**config.mk**
```make
export PLATFORM = sky130hd
export DESIGN_NAME = seq_mult_unit
export DESIGN_NICKNAME = d
export VERILOG_FILES = /design/src/rtl/seq_mult_unit.sv
export SDC_FILE = /design/constraint.sdc
export NUM_CORES = 1
export LEC_CHECK = 0
export ABC_AREA = 1
export BUFFER_PORTS_ARGS = -buffer_cell sky130_fd_sc_hd__buf_4
export CORE_UTILIZATION = 60
export CTS_BUF_LIST = sky130_fd_sc_hd__clkbuf_2
export DETAILED_ROUTE_END_ITERATION = 6
export GPL_ROUTABILITY_DRIVEN = 0
export PLACE_DENSITY = 0.87
export SLEW_MARGIN = 20
export SYNTH_ARGS = -nofsm -noshare
export SYNTH_HDL_FRONTEND = slang
export SYNTH_SLANG_ARGS = --single-unit
```
**constraint.sdc**
```tcl
create_clock -name clk -period 6.3 [get_ports clk]
set_input_delay 1.26 -clock clk [delete_from_list [all_inputs] [get_ports clk]]
set_output_delay 1.26 -clock clk [all_outputs]
set_load 0.02 [all_outputs]
```
**src/rtl/seq_mult_unit.sv**
```systemverilog
`default_nettype none
// ============================================================================
// Module      : seq_mult_unit
// Description : Iterative shift-add WIDTH x WIDTH -> 2*WIDTH multiplier for
//               the execute stage. Operands are latched on an accepted start,
//               one multiplier bit is retired per cycle, and the product is
//               returned on hi/lo together with a one-cycle done pulse. The
//               result is held until the next operation completes.
//
// Ports       : clk    - clock, rising edge
//               rst    - reset, asynchronous, active-high
//               start  - request, sampled while IDLE or DONE
//               sgn    - signed (two's complement) operands, sampled with start
//               flush  - abort any in-flight operation; beats start
//               src_a  - multiplicand, sampled with start
//               src_b  - multiplier, sampled with start
//               busy   - high while an operation is iterating
//               done   - one-cycle pulse, hi/lo valid from this cycle on
//               hi/lo  - upper/lower halves of the product
//
// Config      : MULT_SIGNED_EN - when defined, sgn is honoured (operands are
//               converted to magnitudes and the product sign-corrected).
//               When undefined, sgn is ignored and all operations are
//               unsigned; the magnitude/negate logic is not built.
//
// Revision    : 1.0 - initial release
// ============================================================================
module seq_mult_unit #(
    parameter int WIDTH = 32
) (
    input  logic             clk,
    input  logic             rst,
    input  logic             start,
    input  logic             sgn,
    input  logic             flush,
    input  logic [WIDTH-1:0] src_a,
    input  logic [WIDTH-1:0] src_b,
    output logic             busy,
    output logic             done,
    output logic [WIDTH-1:0] hi,
    output logic [WIDTH-1:0] lo
);

    localparam int              c_CW      = (WIDTH > 1) ? $clog2(WIDTH) : 1;
    localparam logic [c_CW-1:0] c_LAST    = c_CW'(WIDTH - 1);

    localparam logic [1:0]      c_ST_IDLE = 2'd0;
    localparam logic [1:0]      c_ST_BUSY = 2'd1;
    localparam logic [1:0]      c_ST_DONE = 2'd2;

    logic [1:0]         r_state;
    logic [c_CW-1:0]    r_count;
    logic [WIDTH-1:0]   r_mcand;
    logic [WIDTH-1:0]   r_mplier;
    logic [WIDTH-1:0]   r_accHi;
    logic               r_busy;
    logic               r_done;
    logic [WIDTH-1:0]   r_hi;
    logic [WIDTH-1:0]   r_lo;

    logic [WIDTH-1:0]   w_magA;
    logic [WIDTH-1:0]   w_magB;
    logic [WIDTH:0]     w_sum;
    logic [2*WIDTH-1:0] w_prod;
    logic [2*WIDTH-1:0] w_result;

    // One shift-add step: conditional add keeps its carry, which becomes the
    // top bit of the right-shifted {carry, accHi, mplier} chain. After the
    // last step the full product is {sum, mplier[WIDTH-1:1]}.
    assign w_sum  = {1'b0, r_accHi} + (r_mplier[0] ? {1'b0, r_mcand} : {(WIDTH+1){1'b0}});
    assign w_prod = {w_sum, r_mplier[WIDTH-1:1]};

`ifdef MULT_SIGNED_EN
    logic w_negA;
    logic w_negB;
    logic r_neg;

    // Magnitudes fit in WIDTH unsigned bits, including the most-negative value.
    assign w_negA   = sgn & src_a[WIDTH-1];
    assign w_negB   = sgn & src_b[WIDTH-1];
    assign w_magA   = w_negA ? -src_a : src_a;
    assign w_magB   = w_negB ? -src_b : src_b;
    assign w_result = r_neg ? -w_prod : w_prod;

    always_ff @(posedge clk or posedge rst) begin
        if (rst) begin
            r_neg <= 1'b0;
        end else if ((r_state != c_ST_BUSY) && start && !flush) begin
            r_neg <= w_negA ^ w_negB;
        end
    end
`else
    logic w_unusedSgn;

    assign w_unusedSgn = sgn;
    assign w_magA      = src_a;
    assign w_magB      = src_b;
    assign w_result    = w_prod;
`endif

    always_ff @(posedge clk or posedge rst) begin
        if (rst) begin
            r_state  <= c_ST_IDLE;
            r_count  <= '0;
            r_mcand  <= '0;
            r_mplier <= '0;
            r_accHi  <= '0;
            r_busy   <= 1'b0;
            r_done   <= 1'b0;
            r_hi     <= '0;
            r_lo     <= '0;
        end else begin
            case (r_state)
                c_ST_BUSY: begin
                    if (flush) begin
                        r_state <= c_ST_IDLE;
                        r_busy  <= 1'b0;
                    end else begin
                        r_accHi  <= w_sum[WIDTH:1];
                        r_mplier <= {w_sum[0], r_mplier[WIDTH-1:1]};
                        if (r_count == c_LAST) begin
                            {r_hi, r_lo} <= w_result;
                            r_state      <= c_ST_DONE;
                            r_busy       <= 1'b0;
                            r_done       <= 1'b1;
                        end else begin
                            r_count <= r_count + 1'b1;
                        end
                    end
                end
                default: begin
                    // IDLE and DONE both accept a new request; done drops
                    // after its single cycle regardless.
                    r_done <= 1'b0;
                    if (start && !flush) begin
                        r_mcand  <= w_magA;
                        r_mplier <= w_magB;
                        r_accHi  <= '0;
                        r_count  <= '0;
                        r_state  <= c_ST_BUSY;
                        r_busy   <= 1'b1;
                    end else begin
                        r_state <= c_ST_IDLE;
                    end
                end
            endcase
        end
    end

    assign busy = r_busy;
    assign done = r_done;
    assign hi   = r_hi;
    assign lo   = r_lo;

endmodule
`default_nettype wire

```
==> impl_metrics.json, run 1 <==
{
  "status": "finished, final reports clean",
  "worstPathRequired_ns": 6.93,
  "drv_slew": 0,
  "p_sw_frac": 0.399,
  "worstSetupPathType": "reg -> reg",
  "die_x_um": 126,
  "finalSetupTns_ns": 0,
  "fin_cells": 1582,
  "first_global_vias": 7889,
  "via_count": 8346,
  "clockPowerShare": 0.190,
  "drc": 0,
  "synth_commonest_cells": "nand2_1 (537), inv_1 (185), dfrtp_1 (169)",
  "ys_ff_latch": 169,
  "dr.pass1.iters": 6,
  "skew_ns": 0.0316,
  "synth_nets": 1375,
  "grt_usage": 0.291,
  "syn_area_per_cell_sq_um": 7.25,
  "maxCapViolCount": 0,
  "post-dp-hpwl_mm": 15.6,
  "worstSetupStartpointType": "flop",
  "dp.cells": 1549,
  "synth.cell_area_sq_mm": 0.00921,
  "cts_sinks": 169,
  "synth_seq_area_share": 0.459,
  "path_cells": "nor2_4 > buf_4 > inv_2 > nor2_4 > inv_2 > nor2_4 > inv_2 > buf_4 > nand2_1 > o21ai_0",
  "crit_fanout": 108,
  "cts_setup_buffers": 0,
  "ant_nets": 0,
  "clock_latency_ns": 0.76,
  "antenna_found_initial": 1,
  "synth_edf_count": 0,
  "rsz0062_at_grt": "false",
  "coreArea_sq_mm": 0.0148,
  "die-area_sq_mm": 0.0159,
  "pwr-share-seq": 0.452,
  "drt-total-wl_mm": 21.7,
  "port_buffers": 133,
  "synth_top_cell_by_area": "dfrtp_1",
  "min_path_cells": 2,
  "wire_per_inst_um": 13.7,
  "grt.met2_usage": 0.467,
  "cts_root_buf": "clkbuf_2",
  "hold_viol_final": 0,
  "setup_viol": 0,
  "cts_buffers": 17,
  "fin_crit_sh": 0.569,
  "dieHeight_um": 126,
  "io_pins": 135,
  "worstHoldStart": "r_mcand[22]",
  "power.internal_uw": 1840,
  "drive_above_1_share": 0.127,
  "cp_num_cells": 10,
  "clockBufferDepth": 2,
  "crit_path_max_incr_delay_ns": 0.56,
  "crit_slowest_cell": "nor2_4",
  "hold_class": "reg -> reg",
  "peakVddDrop_mv": 0.188,
  "cts_max_level": 4,
  "leakagePower_uw": 0.00617,
  "whs_ns": 0.510,
  "cp-end-kind": "flop",
  "slew_headroom": 0.294,
  "viasPerCell": 5.28,
  "reg2regPathDepth": 10,
  "pre_cts_slack_ns": 2.36,
  "grt_overflow": 0,
  "grt_use_met1": 0.401,
  "postCtsHoldBufs": 0,
  "n_fill_cell": 1231,
  "grt_max_degree": 116,
  "initial_core_util": 0.624,
  "cts.reportedPaths.clkPinSlew_ns": 0.26,
  "finalWorstSetupSlack_ns": 2.72,
  "syn_to_final_growth_pct": 14.3,
  "netlist_instances": 1271,
  "startpoint": "r_state[1]",
  "nets": 1488,
  "yosys-top-cells-area": "dfrtp_1 (46%), nand2_1 (22%), inv_1 (7.5%), ha_1 (4.6%), nand3_1 (3.8%)",
  "dominantRegCellSynth": "dfrtp_1",
  "cts_tree": "built",
  "synth_cell_types": 27,
  "cp_num_buf_inv": 5,
  "yosysTopAreaCellShare": 0.459,
  "rr_startpoint": "r_state[1]",
  "switchingPower_uw": 1220,
  "yosys_warnings": 0,
  "worstMarginPinSlew_ns": 1.06,
  "grt.busiest_layer": "met2",
  "dr.first_iter.drc_count": 749,
  "critPathArrivalTime_ns": 4.21,
  "async_reset_ff_frac": 1.00,
  "total_power_uw": 3070,
  "cts-resized-gates": 0,
  "p_per_area_mw_per_mm2": 291,
  "grt_pass1_wl_mm": 36.9,
  "fmaxAchievable_mhz": 279,
  "use_met3": 0.0501,
  "cpLargestDelayFamily": "buffers and inverters",
  "fin_crit_ns": 3.58,
  "combPwrFrac": 0.359,
  "synth.most_common_cell": "nand2_1",
  "row_count": 44
}
## through the flow
stage	utilization	instance area, sq um
2_1_floorplan	-	9210
3_3_place_gp	0.697	10300
3_5_place_dp	0.697	10300
4_1_cts	0.713	10500
5_1_grt	0.714	10500
6_report	0.714	10500
## worst reg2reg max path: stages (launching register included)
cell and delay, ns:
dfrtp_1 0.46, nor2_4 0.10, buf_4 0.54, inv_2 0.15, nor2_4 0.53, inv_2 0.29
nor2_4 0.56, inv_2 0.06, buf_4 0.40, nand2_1 0.28, o21ai_0 0.09
## metal layers
| layer | vias up | wire length [um] |
|---|---|---|
| met3 | 56 | 1260 |
| li1 | 4169 | - |
| met2 | 282 | 10100 |
| met4 | 0 | 663 |
| met1 | 3839 | 9700 |
| met5 | - | 0 |
## sequential cells by signal, summed over array words and instances (netlist names)
| register | flops |
|---|---|
| lo | 32 |
| r_count | 5 |
| busy | 1 |
| hi | 32 |
| r_mplier | 32 |
| done | 1 |
| r_accHi | 32 |
| r_mcand | 32 |
| r_state | 2 |
## power groups by stage
stage | sequential (uW) | clock, uW | combinational [uW]
after global routing | 1410 | 642 | 1250
after global placement | 1400 | 0 | 1050
after detailed placement | 1400 | 0 | 1080
after CTS | 1380 | 590 | 1090
after floorplan | 1390 | 0 | 804
final | 1380 | 582 | 1100
## cells in the final DEF, fill, tap and decap left out
| cell type | n |
|---|---|
| nor2_4 | 3 |
| xor2_1 | 4 |
| a31oi_1 | 2 |
| inv_1 | 183 |
| o21bai_1 | 3 |
| o211ai_1 | 31 |
| clkbuf_2 | 17 |
| clkinvlp_4 | 3 |
| fa_1 | 1 |
| dfrtp_1 | 169 |
| bufinv_16 | 2 |
| nor2_1 | 46 |
| a22o_1 | 1 |
| a21oi_1 | 20 |
| xnor2_1 | 10 |
| a21o_1 | 1 |
| nand4_1 | 3 |
| clkinv_1 | 2 |
| diode_2 | 1 |
| clkinv_2 | 3 |
| ha_1 | 34 |
| inv_8 | 1 |
| buf_4 | 138 |
| nand3b_1 | 5 |
| clkinv_4 | 3 |
| nor3_1 | 9 |
| nand3_1 | 70 |
| nand2_4 | 1 |
| nand2_1 | 536 |
| o21ai_1 | 24 |
| inv_6 | 2 |
| inv_2 | 5 |
| o21ai_0 | 65 |
## final timing paths
path / endpoint / slack (ns)
setup / recovery: lo[5] / 2.72
min in group asynchronous: r_mplier[18] / 0.67
setup reg to reg: lo[5] / 2.72
hold reg to reg: r_mcand[22] / 0.51
max in group asynchronous: hi[11] / 4.38
hold / removal: r_mcand[22] / 0.51
## final cells by class
type                            count  area [sq um]  share of cell area
Sequential cell                   169          4230               0.402
Multi-Input combinational cell    869          4080               0.387
Timing Repair Buffer              138          1040              0.0984
Inverter                          189           714              0.0679
Tap cell                          184           230              0.0219
Clock inverter                     15           151              0.0144
Clock buffer                       17          85.1             0.00808
Antenna cell                        1          2.50            0.000238
## cell families (layout without fill, tap and decap cells)
| logic type | Yosys count | in the layout | share of synthesized area |
|---|---|---|---|
| fa+ha+maj | 35 | 35 | 0.0483 |
| buf+inv | 233 | 359 | 0.0991 |
| xor+xnor | 14 | 14 | 0.0133 |
| compound gates | 147 | 147 | 0.0900 |
| other cells | 0 | 1 | 0 |
| simple gates | 673 | 673 | 0.290 |
| flops | 169 | 169 | 0.459 |
No activity file was read; power rests on OpenSTA's default activity.
==> run 2: changes to the inputs <==
Clock period 6.3 ns to 3.4 ns, I/O delays scaled along.
==> impl_metrics.json, run 2 (same netlist as run 1, synthesis figures left out) <==
{
  "min_path_cells": 3,
  "finalSetupTns_ns": 0,
  "cts_tree": "built",
  "die-area_sq_mm": 0.0159,
  "ant_nets": 0,
  "crit_path_max_incr_delay_ns": 0.82,
  "drive_above_1_share": 0.132,
  "wire_per_inst_um": 14.0,
  "post-dp-hpwl_mm": 16.1,
  "n_fill_cell": 1216,
  "multi_input_area_sq_mm": 0.00407,
  "first_global_vias": 7962,
  "pre_cts_slack_ns": 0.746,
  "p_per_area_mw_per_mm2": 534,
  "clockBufferDepth": 2,
  "hold_class": "in -> reg",
  "regArea_sq_mm": 0.00423,
  "use_met3": 0.0476,
  "cts_root_buf": "clkbuf_2",
  "grt_max_degree": 73,
  "setup_viol": 0,
  "critPathMostFrequentCell": "nand2_1",
  "hold_viol_final": 0,
  "layout_common_cells": "nand2_1 (536), inv_1 (184), dfrtp_1 (169), buf_4 (141), nand3_1 (70)",
  "fmaxAchievable_mhz": 362,
  "coreArea_sq_mm": 0.0148,
  "via_count": 8370,
  "cts_sinks": 169,
  "reg2regPathDepth": 14,
  "port_buffers": 133,
  "grt.busiest_layer": "met2",
  "fin_crit_sh": 0.812,
  "cts.reportedPaths.clkPinSlew_ns": 0.29,
  "nets": 1496,
  "slew_headroom": 0.524,
  "dr.pass1.iters": 7,
  "drt-total-wl_mm": 22.2,
  "crit_slowest_cell": "dfrtp_1",
  "worstSetupStartpointType": "flop",
  "dr.first_iter.drc_count": 744,
  "final_common_cell": "nand2_1",
  "antenna_found_initial": 1,
  "crit_fanout": 18,
  "drv_slew": 0,
  "dieHeight_um": 126,
  "peakVddDrop_mv": 0.392,
  "grt.met2_usage": 0.474,
  "status": "finished, final reports clean",
  "clock_latency_ns": 0.78,
  "grt_overflow": 0,
  "worstPathRequired_ns": 4.08,
  "cts_max_level": 4,
  "worstSetupPathType": "reg -> reg",
  "grt_usage": 0.295,
  "cts-resized-gates": 0,
  "fin_crit_ns": 2.76,
  "worstMarginPinSlew_ns": 0.712,
  "critPathArrivalTime_ns": 3.44,
  "cts_buffers": 17,
  "leakagePower_uw": 0.00621,
  "skew_ns": 0.0402,
  "row_count": 44,
  "die_x_um": 126,
  "syn_to_final_growth_pct": 15.3,
  "rsz0062_at_grt": "false",
  "whs_ns": 0.0659,
  "maxCapViolCount": 0,
  "viasPerCell": 5.26,
  "finalWorstSetupSlack_ns": 0.640,
  "initial_core_util": 0.624,
  "grt_pass1_wl_mm": 37.2,
  "path_cells": "buf_4 > nand2_1 > inv_1 > ha_1 > nand2_1 > inv_1 > nand2_1 > nand2_1 > nand2_1 > nand2_1 > a21oi_1 > nand3_1 > nand3_1 > nand2_1",
  "grt_use_met1": 0.401,
  "io_pins": 135,
  "cp-end-kind": "flop",
  "drc": 0
}
==> run 2: cell types whose count changed in the layout (fill, tap and decap cells not counted), moves of 2 or more <==
| cell | previous run | this run |
|---|---|---|
| buf_12 | 0 | 4 |
| buf_4 | 138 | 141 |
| clkinv_2 | 3 | 1 |
| clkinvlp_4 | 3 | 5 |
| inv_6 | 2 | 4 |
==> run 2: path summary, 6_finish.rpt <==
check                            start     endpoint  slack (ns)
max                        r_mplier[0]       hi[28]        0.64
min in group asynchronous          rst       lo[21]        0.55
min                          src_a[19]  r_mcand[19]        0.07
max in group asynchronous          rst  r_mcand[11]        2.05
max reg2reg                r_mplier[0]       hi[28]        0.64
min reg2reg                     hi[10]       hi[10]        0.52
==> run 2: worst max-delay path, delay by kind of cell, from the launching register on <==
kind	cells	cell delay, ns
buffers and inverters	3	0.52
and+or+nand+nor	9	0.79
AOI/OAI and AO/OA	1	0.25
adders and majority gates	1	0.30
DFF	1	0.82
==> run 2: power breakdown <==
part           internal [uW]  switching (uW)  total, uW
Clock                    282             772       1050
Combinational            726            1330       2060
Sequential              2360             207       2570
==> run 2: area by class of cell <==
class,count,share of cell area
inverter,189,0.0671
sequential,169,0.398
multi-input combinational,869,0.383
timing repair buffer,146,0.108
clock inverter,15,0.0135
tap,184,0.0217
clock buffer,17,0.00801
antenna,1,0.000235
==> run 2: repair_timing <==
| item | CTS | global route |
|---|---|---|
| endpoints found under the hold margin | 29 | 0 |
| setup buffers | 0 | 0 |
| hold buffers | 1 | 0 |
==> run 2: routing by layer <==
metal	vias up	wire length, um
met1	3872	9990
li1	4185	-
met3	46	1170
met4	0	601
met5	-	0
met2	267	10500
==> run 2: through the flow <==
stage	cells	utilization	instance area, sq um	total power, uW
final	1590	0.720	10600	5680
after CTS	1589	0.720	10600	5670
after global routing	1590	0.720	10600	6100
after detailed placement	1556	0.704	10400	4620
after floorplan	1271	-	9220	4060
after global placement	1556	0.704	10400	4530
==> run 3: changes to the inputs <==
Settings changed: ABC_AREA 1 to 0, CORE_UTILIZATION 60 to 53, PLACE_DENSITY 0.87 to 0.82.
Clock period 3.4 ns to 2.5 ns, I/O delays scaled along.
==> impl_metrics.json, run 3 <==
{
  "finalSetupTns_ns": -2.92,
  "final_common_cell": "buf_4",
  "die_x_um": 130,
  "coreArea_sq_mm": 0.0159,
  "worstSetupPathType": "reg -> reg",
  "cts_buffers": 17,
  "drt-total-wl_mm": 24.2,
  "synth_fa_ha_area_frac": 0.0512,
  "synth-compound-area-share": 0.146,
  "grt.busiest_layer": "met2",
  "crit_path_max_incr_delay_ns": 0.54,
  "peakVddDrop_mv": 0.365,
  "fmaxAchievable_mhz": 365,
  "grt_pass1_wl_mm": 36.3,
  "slew_headroom": 0.611,
  "io_pins": 135,
  "fin_crit_ns": 2.74,
  "synth.cell_area_sq_mm": 0.00870,
  "post_dp_cell_area_sq_mm": 0.0104,
  "use_met3": 0.0549,
  "r2r_end": "hi[28]",
  "ant_nets": 0,
  "synthMuxAreaShare": 0.0870,
  "drc": 0,
  "drv_slew": 0,
  "drive_above_1_share": 0.352,
  "r2r_slack_ns": -0.24,
  "async_reset_ff_frac": 1.00,
  "viasPerCell": 5.63,
  "clockBufferDepth": 2,
  "violations": "setup timing",
  "cts_tree": "built",
  "antenna_found_initial": 1,
  "reg2regPathDepth": 9,
  "worstPathRequired_ns": 3.18,
  "ys_ff_latch": 169,
  "hold_class": "in -> reg",
  "cts_sinks": 169,
  "synth_edf_count": 0,
  "fin_crit_sh": 1.10,
  "dr.pass1.iters": 6,
  "dr.first_iter.drc_count": 560,
  "crit_fanout": 7,
  "syn_to_final_growth_pct": 39.1,
  "p_per_area_mw_per_mm2": 614,
  "cpLargestDelayFamily": "compound AO/OA/AOI/OAI gates",
  "initial_core_util": 0.546,
  "synth.most_common_cell": "nand2_1",
  "synth_cell_types": 62,
  "port_buffers": 133,
  "die-area_sq_mm": 0.0169,
  "synth_commonest_cells": "nand2_1 (214), dfrtp_1 (169), o21ai_0 (88)",
  "synth_top_cell_by_area": "dfrtp_1",
  "cts_root_buf": "clkbuf_2",
  "fin_area_sq_mm": 0.0121,
  "post-dp-hpwl_mm": 14.3,
  "worstHoldStart": "src_b[0]",
  "hold_viol_final": 0,
  "grt_overflow": 0,
  "synth_seq_area_share": 0.486,
  "yosys-top-cells-area": "dfrtp_1 (49%), nand2_1 (9.2%), o21ai_0 (5.1%), ha_1 (4.9%), mux2_2 (4.8%)",
  "worstMarginPinSlew_ns": 0.584,
  "first_global_vias": 7628,
  "dominantRegCellSynth": "dfrtp_1",
  "grt_use_met1": 0.336,
  "grt.met2_usage": 0.489,
  "nets": 1271,
  "row_count": 46,
  "critPathArrivalTime_ns": 3.42,
  "yosys.area_share.simple": 0.170,
  "maxCapViolCount": 0,
  "crit_slowest_cell": "dfrtp_2",
  "wire_per_inst_um": 17.3,
  "grt_max_degree": 107,
  "synth_top_family_by_area": "simple AND/OR/NAND/NOR gates",
  "min_path_cells": 3,
  "status": "finished, violations left",
  "skew_ns": 0.0555,
  "yosysTopAreaCellShare": 0.486,
  "layout_common_cells": "buf_4 (217), nand2_1 (212), dfrtp_1 (168), o21ai_0 (66), dlygate4sd3_1 (65)",
  "via_count": 7872,
  "syn_area_per_cell_sq_um": 9.59,
  "dieHeight_um": 130,
  "rr_startpoint": "r_mplier[0]",
  "worstSetupStartpointType": "flop",
  "yosys_warnings": 0,
  "cts.reportedPaths.clkPinSlew_ns": 0.23,
  "path_cells": "and2_1 > ha_4 > o21ai_0 > o21bai_1 > nand3_2 > a311oi_4 > or2_1 > o211ai_1 > mux2_2",
  "setup_viol": 36,
  "finalWorstSetupSlack_ns": -0.238,
  "holdPathEnd": "r_mplier[0]",
  "cp-end-kind": "flop",
  "synth_nets": 1011,
  "clock_latency_ns": 0.79,
  "rsz0062_at_grt": "true",
  "startpoint": "r_mplier[0]",
  "final_util": 0.759,
  "whs_ns": 0.122,
  "cts_max_level": 4,
  "grt_usage": 0.276,
  "synth_xor_area_frac": 0.0272,
  "cp_num_buf_inv": 0,
  "leakagePower_uw": 0.00581,
  "netlist_instances": 907
}
run 3: changes by cell type after synthesis, moves of 26 or more:
cell      before  now
mux2_2         0   37
mux2i_1        0   34
and2_1         0   33
a21oi_1       20   47
nand2_1      537  214
o211ai_1      31    5
nand3_1       70   13
inv_1        185    9
run 3: through the flow:
stage	power [uW]	std cells	setup WS, ns
2_1_floorplan	4590	907	-0.155
4_1_cts	7070	1390	-0.0334
3_5_place_dp	5350	1283	-0.228
3_3_place_gp	5290	1283	-0.170
6_report	7430	1397	-0.238
5_1_grt	7800	1397	-0.315
run 3: power breakdown:
part | total [uW] | switching, uW | internal, uW
Combinational | 2730 | 1340 | 1390
Sequential | 3360 | 296 | 3060
Clock | 1340 | 1050 | 291
Total | 7430 | 2680 | 4750
run 3: what timing repair did:
| action | in CTS | in global routing |
|---|---|---|
| hold buffers | 65 | 0 |
| endpoints found under the setup margin | 42 | 44 |
| pin swaps | 42 | 40 |
| setup buffers | 12 | 7 |
| gates resized for setup | 81 | 74 |
| endpoints found under the hold margin | 233 | 0 |
run 3: layer usage:
metal  share of wire  wire length (um)
met5               0                 0
met4           0.019               463
met3           0.059              1430
met2            0.53             12800
met1            0.40              9580
run 3: cells by family (layout without fill, tap and decap cells):
family	after synthesis	count (layout)
mux	71	71
fa+ha+maj	35	35
xor+xnor	27	27
compound gates	208	208
flops	169	169
other cells	0	2
simple gates	337	337
buf+inv	60	332
run 3: final cells by class:
cell class / instances / area, sq um
clock buffer: 18 / 90.1
multi-input combinational: 678 / 4940
tap: 216 / 270
sequential: 169 / 4230
fill: 1007 / 3850
clock inverter: 13 / 108
timing repair buffer: 291 / 2410
inverter: 10 / 41.3
antenna: 2 / 5.00
run 3: how the worst max path moves through the flow:
| stage | to | slack, ns | cells after the start |
|---|---|---|---|
| 6_report | hi[28] | -0.24 | 9 |
| 3_3_place_gp | hi[28] | -0.17 | 10 |
| 5_1_grt | r_accHi[16] | -0.32 | 10 |
| 2_1_floorplan | busy | -0.15 | 1 |
| 3_5_place_dp | hi[30] | -0.23 | 10 |
| 4_1_cts | r_accHi[19] | -0.03 | 11 |
run 3: tightest hold or removal path, stage by stage:
cell	delay (ns)
buf_4	0.08
mux2i_1	0.08
o21ai_0	0.19
